--- config.mk ---
export PLATFORM = sky130hd
export DESIGN_NAME = id_ex_stage_reg_flat
export DESIGN_NICKNAME = d
export VERILOG_FILES = /design/src/rtl/id_ex_stage_reg_if.sv /design/src/rtl/id_ex_stage_reg.sv /design/src/flat_wrapper.sv
export SDC_FILE = /design/constraint.sdc
export NUM_CORES = 1
export LEC_CHECK = 0
export ABC_AREA = 1
export CORE_AREA = 2 2 133 135
export CTS_CLUSTER_DIAMETER = 40
export DETAILED_ROUTE_END_ITERATION = 6
export DIE_AREA = 0 0 135 137
export GPL_ROUTABILITY_DRIVEN = 0
export HOLD_SLACK_MARGIN = 0.02
export PLACE_DENSITY = 0.79
export SLEW_MARGIN = 20
export SYNTH_ARGS = -nofsm -noshare
export SYNTH_HDL_FRONTEND = slang
export SYNTH_SLANG_ARGS = --single-unit
export TNS_END_PERCENT = 30
--- constraint.sdc ---
create_clock -name clk -period 2 [get_ports clk]
set_clock_uncertainty 0.15 [all_clocks]
set_input_delay 0.3 -clock clk [delete_from_list [all_inputs] [get_ports clk]]
set_output_delay 0.3 -clock clk [all_outputs]
set_load 0.05 [all_outputs]
--- src/rtl/id_ex_stage_reg_if.sv ---
// ---------------------------------------------------------------------------
// id_ex_stage_reg_if
//
// Purpose: bundles the decode-side inputs and the execute-side outputs of the
// ID/EX pipeline register so that the stage and its neighbours connect
// through a single port.
//
// Signals:
//   id_valid, id_ctrl[10:0]        decode instruction valid and control word
//   id_pc4, id_rs_data, id_rt_data  PC+4 and register file read data
//   id_imm                          sign-extended immediate
//   id_rs, id_rt, id_rd, id_funct   instruction fields
//   flush                           branch/jump taken in EX
//   stall                           hold PC and IF/ID (combinational)
//   ex_*                            registered EX-stage copies of the above
//   ex_wr_reg                       resolved destination register
//   stall_count[15:0]               stall-cycle counter (0 unless enabled)
//
// Modports:
//   master - decode side / test driver (drives id_* and flush)
//   slave  - the ID/EX stage register itself
// ---------------------------------------------------------------------------
interface id_ex_stage_reg_if #(
  parameter int DATA_W = 32,
  parameter int REG_W  = 5
);

  logic              id_valid;
  logic [10:0]       id_ctrl;
  logic [DATA_W-1:0] id_pc4;
  logic [DATA_W-1:0] id_rs_data;
  logic [DATA_W-1:0] id_rt_data;
  logic [DATA_W-1:0] id_imm;
  logic [REG_W-1:0]  id_rs;
  logic [REG_W-1:0]  id_rt;
  logic [REG_W-1:0]  id_rd;
  logic [5:0]        id_funct;
  logic              flush;

  logic              stall;
  logic              ex_valid;
  logic [10:0]       ex_ctrl;
  logic [DATA_W-1:0] ex_pc4;
  logic [DATA_W-1:0] ex_rs_data;
  logic [DATA_W-1:0] ex_rt_data;
  logic [DATA_W-1:0] ex_imm;
  logic [REG_W-1:0]  ex_rs;
  logic [REG_W-1:0]  ex_rt;
  logic [REG_W-1:0]  ex_wr_reg;
  logic [5:0]        ex_funct;
  logic [15:0]       stall_count;

  modport master (
    output id_valid, id_ctrl, id_pc4, id_rs_data, id_rt_data, id_imm,
           id_rs, id_rt, id_rd, id_funct, flush,
    input  stall, ex_valid, ex_ctrl, ex_pc4, ex_rs_data, ex_rt_data, ex_imm,
           ex_rs, ex_rt, ex_wr_reg, ex_funct, stall_count
  );

  modport slave (
    input  id_valid, id_ctrl, id_pc4, id_rs_data, id_rt_data, id_imm,
           id_rs, id_rt, id_rd, id_funct, flush,
    output stall, ex_valid, ex_ctrl, ex_pc4, ex_rs_data, ex_rt_data, ex_imm,
           ex_rs, ex_rt, ex_wr_reg, ex_funct, stall_count
  );

endinterface

--- src/rtl/id_ex_stage_reg.sv ---
// ---------------------------------------------------------------------------
// id_ex_stage_reg
//
// Purpose: pipeline register between decode and execute of the 32-bit
// MIPS-style core. Captures control, operands, immediate and register
// indices, resolves the destination register (rt, rd or the link register),
// detects load-use hazards (bubble + front-end stall) and honours a flush
// from EX.
//
// Ports:
//   clk    rising-edge clock
//   rst_n  asynchronous active-low reset
//   bus    id_ex_stage_reg_if.slave (decode inputs, flush, stall, ex_* outputs,
//          stall_count)
//
// Control word layout (bit 10 down to 0):
//   reg_dst, alu_src, mem_to_reg, reg_write, mem_read, mem_write,
//   branch, jump, link, alu_op[1:0]
//
// Build option: define STALL_COUNT_EN to build a saturating 16-bit counter of
// stall cycles on stall_count; otherwise stall_count is tied to 0.
// ---------------------------------------------------------------------------
module id_ex_stage_reg #(
  parameter int DATA_W   = 32,
  parameter int REG_W    = 5,
  parameter int LINK_REG = 31
) (
  input  logic             clk,
  input  logic             rst_n,
  id_ex_stage_reg_if.slave bus
);

  localparam int CtlRegDst   = 10;
  localparam int CtlRegWrite = 7;
  localparam int CtlMemRead  = 6;
  localparam int CtlMemWrite = 5;
  localparam int CtlBranch   = 4;
  localparam int CtlLink     = 2;

  logic              exValidQ;
  logic [10:0]       exCtrlQ;
  logic [DATA_W-1:0] exPc4Q;
  logic [DATA_W-1:0] exRsDataQ;
  logic [DATA_W-1:0] exRtDataQ;
  logic [DATA_W-1:0] exImmQ;
  logic [REG_W-1:0]  exRsQ;
  logic [REG_W-1:0]  exRtQ;
  logic [REG_W-1:0]  exWrRegQ;
  logic [5:0]        exFunctQ;

  logic              usesRt;
  logic              hazard;
  logic              stallInt;
  logic [REG_W-1:0]  wrRegNext;

  // rt is a source operand for R-type (reg_dst), stores and branches; for
  // loads and other I-type ops it is only the destination.
  always_comb begin
    usesRt = bus.id_ctrl[CtlRegDst] | bus.id_ctrl[CtlMemWrite] |
             bus.id_ctrl[CtlBranch];
  end

  // Load in EX whose result is needed by the instruction in ID. Register 0 is
  // hard-wired, so a load targeting it never creates a dependency.
  always_comb begin
    hazard = bus.id_valid & exValidQ & exCtrlQ[CtlMemRead] &
             (exRtQ != '0) &
             ((exRtQ == bus.id_rs) | ((exRtQ == bus.id_rt) & usesRt));
    stallInt = hazard & ~bus.flush;
  end

  // Destination resolution; an instruction that does not write the register
  // file reports register 0 so forwarding logic never matches it.
  always_comb begin
    wrRegNext = '0;
    if (bus.id_ctrl[CtlRegWrite]) begin
      if (bus.id_ctrl[CtlLink]) begin
        wrRegNext = REG_W'(LINK_REG);
      end else if (bus.id_ctrl[CtlRegDst]) begin
        wrRegNext = bus.id_rd;
      end else begin
        wrRegNext = bus.id_rt;
      end
    end
  end

  // Flush and stall both insert a bubble; only valid+ctrl are cleared, the
  // data fields keep their previous contents since nothing consumes them.
  always_ff @(posedge clk or negedge rst_n) begin
    if (!rst_n) begin
      exValidQ  <= 1'b0;
      exCtrlQ   <= '0;
      exPc4Q    <= '0;
      exRsDataQ <= '0;
      exRtDataQ <= '0;
      exImmQ    <= '0;
      exRsQ     <= '0;
      exRtQ     <= '0;
      exWrRegQ  <= '0;
      exFunctQ  <= '0;
    end else if (bus.flush || stallInt) begin
      exValidQ <= 1'b0;
      exCtrlQ  <= '0;
    end else if (!bus.id_valid) begin
      exValidQ <= 1'b0;
      exCtrlQ  <= '0;
    end else begin
      exValidQ  <= 1'b1;
      exCtrlQ   <= bus.id_ctrl;
      exPc4Q    <= bus.id_pc4;
      exRsDataQ <= bus.id_rs_data;
      exRtDataQ <= bus.id_rt_data;
      exImmQ    <= bus.id_imm;
      exRsQ     <= bus.id_rs;
      exRtQ     <= bus.id_rt;
      exWrRegQ  <= wrRegNext;
      exFunctQ  <= bus.id_funct;
    end
  end

`ifdef STALL_COUNT_EN
  logic [15:0] stallCountQ;

  always_ff @(posedge clk or negedge rst_n) begin
    if (!rst_n) begin
      stallCountQ <= '0;
    end else if (stallInt && (stallCountQ != 16'hFFFF)) begin
      stallCountQ <= stallCountQ + 16'd1;
    end
  end

  assign bus.stall_count = stallCountQ;
`else
  assign bus.stall_count = 16'd0;
`endif

  assign bus.stall      = stallInt;
  assign bus.ex_valid   = exValidQ;
  assign bus.ex_ctrl    = exCtrlQ;
  assign bus.ex_pc4     = exPc4Q;
  assign bus.ex_rs_data = exRsDataQ;
  assign bus.ex_rt_data = exRtDataQ;
  assign bus.ex_imm     = exImmQ;
  assign bus.ex_rs      = exRsQ;
  assign bus.ex_rt      = exRtQ;
  assign bus.ex_wr_reg  = exWrRegQ;
  assign bus.ex_funct   = exFunctQ;

endmodule

--- src/flat_wrapper.sv ---
// flat-port wrapper written by rule: the top's interface ports become plain ports
module id_ex_stage_reg_flat 
#(
  parameter int DATA_W   = 32,
  parameter int REG_W    = 5,
  parameter int LINK_REG = 31
)
  (clk, rst_n, bus_id_valid, bus_id_ctrl, bus_id_pc4, bus_id_rs_data, bus_id_rt_data, bus_id_imm, bus_id_rs, bus_id_rt, bus_id_rd, bus_id_funct, bus_flush, bus_stall, bus_ex_valid, bus_ex_ctrl, bus_ex_pc4, bus_ex_rs_data, bus_ex_rt_data, bus_ex_imm, bus_ex_rs, bus_ex_rt, bus_ex_wr_reg, bus_ex_funct, bus_stall_count);
  id_ex_stage_reg_if #(.DATA_W(DATA_W), .REG_W(REG_W)) bus_i ();
  input  logic clk;
  input  logic rst_n;
  input wire logic [$bits(bus_i.id_valid)-1:0] bus_id_valid;
  input wire logic [$bits(bus_i.id_ctrl)-1:0] bus_id_ctrl;
  input wire logic [$bits(bus_i.id_pc4)-1:0] bus_id_pc4;
  input wire logic [$bits(bus_i.id_rs_data)-1:0] bus_id_rs_data;
  input wire logic [$bits(bus_i.id_rt_data)-1:0] bus_id_rt_data;
  input wire logic [$bits(bus_i.id_imm)-1:0] bus_id_imm;
  input wire logic [$bits(bus_i.id_rs)-1:0] bus_id_rs;
  input wire logic [$bits(bus_i.id_rt)-1:0] bus_id_rt;
  input wire logic [$bits(bus_i.id_rd)-1:0] bus_id_rd;
  input wire logic [$bits(bus_i.id_funct)-1:0] bus_id_funct;
  input wire logic [$bits(bus_i.flush)-1:0] bus_flush;
  output wire logic [$bits(bus_i.stall)-1:0] bus_stall;
  output wire logic [$bits(bus_i.ex_valid)-1:0] bus_ex_valid;
  output wire logic [$bits(bus_i.ex_ctrl)-1:0] bus_ex_ctrl;
  output wire logic [$bits(bus_i.ex_pc4)-1:0] bus_ex_pc4;
  output wire logic [$bits(bus_i.ex_rs_data)-1:0] bus_ex_rs_data;
  output wire logic [$bits(bus_i.ex_rt_data)-1:0] bus_ex_rt_data;
  output wire logic [$bits(bus_i.ex_imm)-1:0] bus_ex_imm;
  output wire logic [$bits(bus_i.ex_rs)-1:0] bus_ex_rs;
  output wire logic [$bits(bus_i.ex_rt)-1:0] bus_ex_rt;
  output wire logic [$bits(bus_i.ex_wr_reg)-1:0] bus_ex_wr_reg;
  output wire logic [$bits(bus_i.ex_funct)-1:0] bus_ex_funct;
  output wire logic [$bits(bus_i.stall_count)-1:0] bus_stall_count;
  assign bus_i.id_valid = bus_id_valid;
  assign bus_i.id_ctrl = bus_id_ctrl;
  assign bus_i.id_pc4 = bus_id_pc4;
  assign bus_i.id_rs_data = bus_id_rs_data;
  assign bus_i.id_rt_data = bus_id_rt_data;
  assign bus_i.id_imm = bus_id_imm;
  assign bus_i.id_rs = bus_id_rs;
  assign bus_i.id_rt = bus_id_rt;
  assign bus_i.id_rd = bus_id_rd;
  assign bus_i.id_funct = bus_id_funct;
  assign bus_i.flush = bus_flush;
  assign bus_stall = bus_i.stall;
  assign bus_ex_valid = bus_i.ex_valid;
  assign bus_ex_ctrl = bus_i.ex_ctrl;
  assign bus_ex_pc4 = bus_i.ex_pc4;
  assign bus_ex_rs_data = bus_i.ex_rs_data;
  assign bus_ex_rt_data = bus_i.ex_rt_data;
  assign bus_ex_imm = bus_i.ex_imm;
  assign bus_ex_rs = bus_i.ex_rs;
  assign bus_ex_rt = bus_i.ex_rt;
  assign bus_ex_wr_reg = bus_i.ex_wr_reg;
  assign bus_ex_funct = bus_i.ex_funct;
  assign bus_stall_count = bus_i.stall_count;
  id_ex_stage_reg #(.DATA_W(DATA_W), .REG_W(REG_W), .LINK_REG(LINK_REG)) u_core (.clk(clk), .rst_n(rst_n), .bus(bus_i));
endmodule
==> results of run 1 <==
cell families after synthesis:
kind of cell	synth area share, %
compound gates	0.748
xor+xnor	0.131
buf+inv	7.39
flops	60.2
other cells	0.0561
simple gates	31.4
report_power, final:
part | internal [mW] | switching (mW) | leakage [nW]
clock network | 2.34 | 1.33 | 0.320
registers | 3.65 | 0.214 | 2.00
logic | 0.962 | 2.17 | 3.56
total | 6.95 | 3.71 | 5.88
worst paths after layout:
check	from	end	slack (ns)	cells past startpoint
setup reg to reg	u_core.bus.ex_rt[1]$_DFFE_PN0P_	u_core.bus.ex_rs_data[23]$_DFFE_PN0P_	0.06	11
setup / recovery	u_core.bus.ex_rt[1]$_DFFE_PN0P_	bus_stall	-0.06	8
hold reg to reg	u_core.bus.ex_pc4[15]$_DFFE_PN0P_	u_core.bus.ex_pc4[15]$_DFFE_PN0P_	0.31	2
hold / removal	rst_n	u_core.bus.ex_imm[0]$_DFFE_PN0P_	0.23	2
min in group clk	bus_id_ctrl[1]	u_core.bus.ex_ctrl[1]$_DFF_PN0_	0.25	3
max in group asynchronous	rst_n	u_core.bus.ex_imm[3]$_DFFE_PN0P_	0.83	3
area by class of cell:
| type | count | area share, % |
|---|---|---|
| Multi-Input combinational cell | 533 | 20.7 |
| Inverter | 33 | 1.14 |
| Sequential cell | 161 | 37.0 |
| Timing Repair Buffer | 371 | 32.4 |
| Clock inverter | 13 | 2.17 |
| Clock buffer | 18 | 3.94 |
| Tap cell | 225 | 2.58 |
cell usage in the layout (no fill, tap or decap), types with 2 or more instances in the layout:
master | synthesis | routed
clkinv_4 | 0 | 5
inv_1 | 28 | 28
conb_1 | 1 | 16
nand2_2 | 2 | 2
clkdlybuf4s50_1 | 0 | 162
bufinv_16 | 0 | 6
buf_12 | 0 | 12
buf_4 | 24 | 81
dlygate4sd2_1 | 0 | 109
dfrtp_2 | 0 | 5
inv_2 | 5 | 5
nor2_1 | 18 | 17
dfrtp_1 | 161 | 156
nand3_1 | 151 | 151
buf_6 | 1 | 2
nand2_1 | 331 | 329
clkbuf_16 | 0 | 18
nand4_1 | 2 | 2
o21ai_0 | 10 | 10
nor2_4 | 0 | 2
synth_stat cells (all sizes together):
cell type  number  area [um^2]
o21ai          10         50.1
nand3         151          756
clkbuf         14         52.6
dfrtp         161         4030
nand2         333         1250
buf            52          318
nand4           2         12.5
inv            33          124
xnor2           1         8.76
nor3            1         5.00
nor2           19         73.8
conb            1         3.75
timing repair:
action                                  in CTS  in global routing
hold endpoints to repair                    42                  0
buffers inserted                             3                  0
cloned                                       0                  1
endpoints found under the setup margin     110                139
pin swaps                                    2                  1
gates resized for setup                    110                  7
hold buffers                                 1                  0
per-layer routing:
metal,vias up,global-route usage (%),wire (um)
met1,3029,26.5,8400
met2,252,37.5,10300
met4,0,8.91,529
li1,3100,-,-
met5,-,0,0
met3,38,6.81,1680
through the flow:
step                power, mW  cell area, um^2  instances  TNS [ns]  utilization (%)
detailed placement       7.23            10300       1318    -28.08             60.3
floorplan                5.86             6760        793         0                -
finish                   10.7            10900       1354   -0.0594             63.9
global route             11.1            10900       1354     -3.36             63.9
CTS                      10.7            10800       1353   -0.0680             63.6
global placement         7.19            10300       1318    -22.09             60.3
==> out/results.ini, run 1 <==
[die]
fp.dieH_um = 137
pin_count = 342
dieArea_mm2 = 0.0185
die_w_um = 135
row_count = 48
core_area_mm2 = 0.0171
start_util_pct = 39.2

[clock_tree]
clk_latency_ns = 0.42
cts_tree = done
numCtsBuffers = 17
clock-root-buffer = clkbuf_16
htreeDepth = 4
cts.path.max_buffers = 2
clk_pin_slew_ns = 0.06
numClockSinks = 161

[worst_setup_path]
crit_path_max_incr_delay_ns = 0.44
slowest_stage = dfrtp_2
critPathBufInv = 1
critPathRequiredTime_ns = 1.55
crit_chain = nand2_1 > nand2_1 > nor2_1 > nand3_1 > nand2_2 > nand2_4 > nor2_4 > buf_12
cp-start-kind = flip-flop
critical_path_arrival_ns = 1.61
path_delay_family = simple AND/OR/NAND/NOR gates
cp-end-kind = primary output
path_common_cell = nand2_1
crit_type = reg -> out
critPathMaxFanout = 5

[sta]
fin_crit_ns = 2.06
holdWs_ns = 0.228
period_share_pct = 103
final_hold_viol_count = 0
fmax_ghz = 0.486
relSlewSlack_pct = 65.1
setup_viol = 1
final-max-slew-violation-count = 0
rsz0062_at_grt = true
setup_ws_ns = -0.0594
tightest_slew_ns = 0.525

[place]
port_buffers = 325
pre_cts_slack_ns = -0.232
dp_hpwl_um = 15000

[cells_and_area]
multi_input_area_mm2 = 0.00226
area_growth_pct = 63.0
nFillCells = 1440
seq_area_mm2 = 0.00404
layout-drive-gt1-share_pct = 12.8
antennaDiodeCount = 0
finalNetCount = 1281

[global_route]
antenna_found_initial = 0
grt_max_degree = 61
grt_pass1_vias = 6351
grt_util_all_layers_pct = 22.2
grt-ovfl-total = 0
grt_pass1_wl_um = 32200

[detailed_routing]
drc = 0
vias_per_cell = 4.74
drt_first_iter_violations = 314
wire_per_inst_um = 15.5
wl_um = 21000
dr.pass1.iters = 5
postRouteAntennaNets = 0
vias = 6419

[synthesis]
netlist_instances = 778
ys_types = 18
syn_area_mm2 = 0.00669
ys_seq_area_share_pct = 60.2
ys_seq_elements = 161
ys_warn_count = 0
syn_area_per_cell_um2 = 8.60

[job]
max_cap_violations = 0

[outcome]
status = finished with violations
violations = setup timing

[power_and_ir_drop]
p_per_area_mw_per_mm2 = 978
irDropWorstVdd_v = 0.000564
leakage_nw = 5.88

[min_path]
min_path_type = in -> async

No activity file was read; power rests on OpenSTA's default activity.
==> inputs of run 2 (changes only) <==
CAP_MARGIN = 20   (was not set)
==> results of run 2 <==
No change in the layout: final DEF, timing and power equal those of run 1.
==> inputs of run 3 (changes only) <==
CORE_AREA = not set   (was 2 2 133 135)
CORE_MARGIN = 2   (was not set)
CORE_UTILIZATION = 40   (was not set)
DIE_AREA = not set   (was 0 0 135 137)
GPL_TIMING_DRIVEN = 0   (was not set)
PLACE_DENSITY = 0.81   (was 0.79)
==> run 3 against run 2 <==
Compared with the run above: the flow still finishes with violations (setup timing); critical path depth increased by 1; fmax decreased by 8.5%; highest routed layer unchanged; core utilization is 2.4 points higher; wire length rose by 5.7%; critical endpoint unchanged; sequential power is essentially flat; clock-buffer cell count rose by 2.
==> out/results.ini, run 3 (synthesis results as in run 1) <==
[power_and_ir_drop]
p_per_area_mw_per_mm2 = 948  ; -3.1%
irDropWorstVdd_v = 0.000550  ; -2.5%
leakage_nw = 5.99  ; +1.9%
p_total_mw = 10.3  ; -3.0%

[worst_setup_path]
cp-start-kind = flip-flop
critPathMaxFanout = 6  ; +1
path_common_cell = nand2_1
critical_path_arrival_ns = 1.80  ; +0.19 ns
critPathRequiredTime_ns = 1.55  ; about the same
crit_path_max_incr_delay_ns = 0.45  ; about the same
crit_type = reg -> out
slowest_stage = dfrtp_2
cp-end-kind = primary output
crit_chain = nand2_1 > nand2_1 > nor2_1 > nand3_1 > nand2_2 > nand2_4 > clkbuf_16 > nor2_4 > buf_8

[sta]
relSlewSlack_pct = 61.7  ; -3.4 points
setup_ws_ns = -0.251  ; -0.192 ns
final-max-slew-violation-count = 0  ; unchanged
tns_ns = -0.273  ; -0.213 ns
fin_crit_ns = 2.25  ; +0.192 ns
setup_viol = 2  ; +1
fmax_ghz = 0.444  ; -8.5%
final_hold_viol_count = 0  ; unchanged
period_share_pct = 113  ; +9.6 points
tightest_slew_ns = 0.574  ; +0.0487 ns
rsz0062_at_grt = true

[die]
core_area_mm2 = 0.0165  ; -3.5%
fp.dieH_um = 133  ; -2.7%
die_w_um = 133  ; -1.3%
pin_count = 342  ; unchanged
start_util_pct = 40.6  ; +1.4 points
dieArea_mm2 = 0.0178  ; -3.9%
row_count = 47  ; -2.1%

[clock_tree]
numClockSinks = 161  ; unchanged
numCtsBuffers = 17  ; unchanged
clk_latency_ns = 0.42  ; about the same
htreeDepth = 4  ; unchanged
clock-root-buffer = clkbuf_16
cts.path.max_buffers = 2  ; unchanged
clk_pin_slew_ns = 0.06  ; about the same
cts_tree = done

[detailed_routing]
drc = 0  ; unchanged
postRouteAntennaNets = 0  ; unchanged
vias_per_cell = 4.78  ; +0.78%
vias = 6584  ; +2.6%
dr.pass1.iters = 4  ; -1
drt_first_iter_violations = 349  ; +11%
wire_per_inst_um = 16.1  ; +3.9%
wl_um = 22200  ; +5.7%

[place]
dp.cells = 1339  ; +1.6%
dp_hpwl_um = 16400  ; +8.9%
port_buffers = 325  ; unchanged
dpl_cell_area_mm2 = 0.0103  ; +0.39%

[global_route]
grt_max_degree = 88  ; +44%
grt_pass1_wl_um = 34700  ; +7.9%
grt_util_all_layers_pct = 25.0  ; +2.8 points
grt_pass1_vias = 6529  ; +2.8%
grt-ovfl-total = 0  ; unchanged
antenna_found_initial = 0  ; unchanged

[outcome]
violations = setup timing
status = finished with violations

[cells_and_area]
nFillCells = 1381  ; -4.1%
area_growth_pct = 63.2
finalNetCount = 1309  ; +2.2%
final_cell_area_mm2 = 0.0109  ; +0.10%
final_common_cell = nand2_1
antennaDiodeCount = 0  ; unchanged
instances_no_fill = 1378  ; +1.8%
final_cell_mix = nand2_1 (328), clkdlybuf4s50_1 (161), dlygate4sd2_1 (157)
layout-drive-gt1-share_pct = 9.76  ; -3.0 points

[job]
max_cap_violations = 0  ; unchanged

[min_path]
min_path_type = in -> reg

[run 3: cell types whose count changed in the layout (fill, tap and decap cells not counted), sizes merged]
cell	delta
dlygate4sd2	+48
clkbuf	+26
buf	-47
clkdlybuf4s50	-1
clkinvlp	+1
clkinv	+1
bufinv	-3
dlymetal6s2s	+4
[run 3: layout make-up]
cell class              instances  area, um^2  share of cell area (%)
flip-flops and latches        161        4040                    37.0
repair buffers                333        3160                    29.0
multi-input cells             533        2250                    20.7
clock buffers                  20         457                    4.19
plain buffers                  66         447                    4.09
well taps                     220         275                    2.52
clock inverters                12         159                    1.46
inverters                      33         124                    1.14
[run 3: what timing repair did]
action / in CTS / in global routing
pin swaps: 1 / 6
cloned: 0 / 0
hold endpoints to repair: 74 / 0
gates resized for setup: 176 / 36
setup buffers: 3 / 3
hold buffers: 1 / 0
endpoints found under the setup margin: 258 / 163
[run 3: metal layers]
layer / global-route usage [%] / share of wire, %
met1: 30.1 / 39
met2: 41.8 / 50
met3: 7.61 / 7.4
met4: 10.6 / 3.8
met5: 0 / 0
[run 3: worst paths after layout]
check / startpoint / to / slack [ns] / cells past startpoint
max: u_core.bus.ex_rt[1]$_DFFE_PN0P_ / bus_stall / -0.25 / 9
min: bus_id_rs[3] / u_core.bus.ex_rs[3]$_DFFE_PN0P_ / 0.09 / 3
max reg2reg: u_core.bus.ex_rt[1]$_DFFE_PN0P_ / u_core.bus.ex_rs_data[28]$_DFFE_PN0P_ / 0.04 / 12
min reg2reg: u_core.bus.ex_rs[0]$_DFFE_PN0P_ / u_core.bus.ex_rs[0]$_DFFE_PN0P_ / 0.31 / 2
max in group asynchronous: rst_n / u_core.bus.ex_rs_data[2]$_DFFE_PN0P_ / 0.59 / 3
min in group asynchronous: rst_n / u_core.bus.ex_ctrl[1]$_DFF_PN0_ / 0.29 / 2
[run 3: power breakdown]
part,switching (mW),total [mW],internal (mW)
logic,2.18,3.10,0.914
clock network,1.35,3.39,2.04
registers,0.217,3.86,3.65
total,3.75,10.3,6.60
[run 3: through the flow]
step	setup WS, ns	utilization (%)	hold slack (ns)
finish	-0.251	66.3	0.0945
global route	-0.312	66.3	0.106
CTS	-0.230	65.7	0.233
detailed placement	-1.08	62.7	0.157
global placement	-6.70	62.5	0.302
floorplan	0.0273	-	-0.146
[run 3: critical path, delay by kind of cell, from the launching register on]
kind,cells,cell delay [ns]
buffers and inverters,2,0.29
AND/OR/NAND/NOR,7,0.63
flip-flops,1,0.45
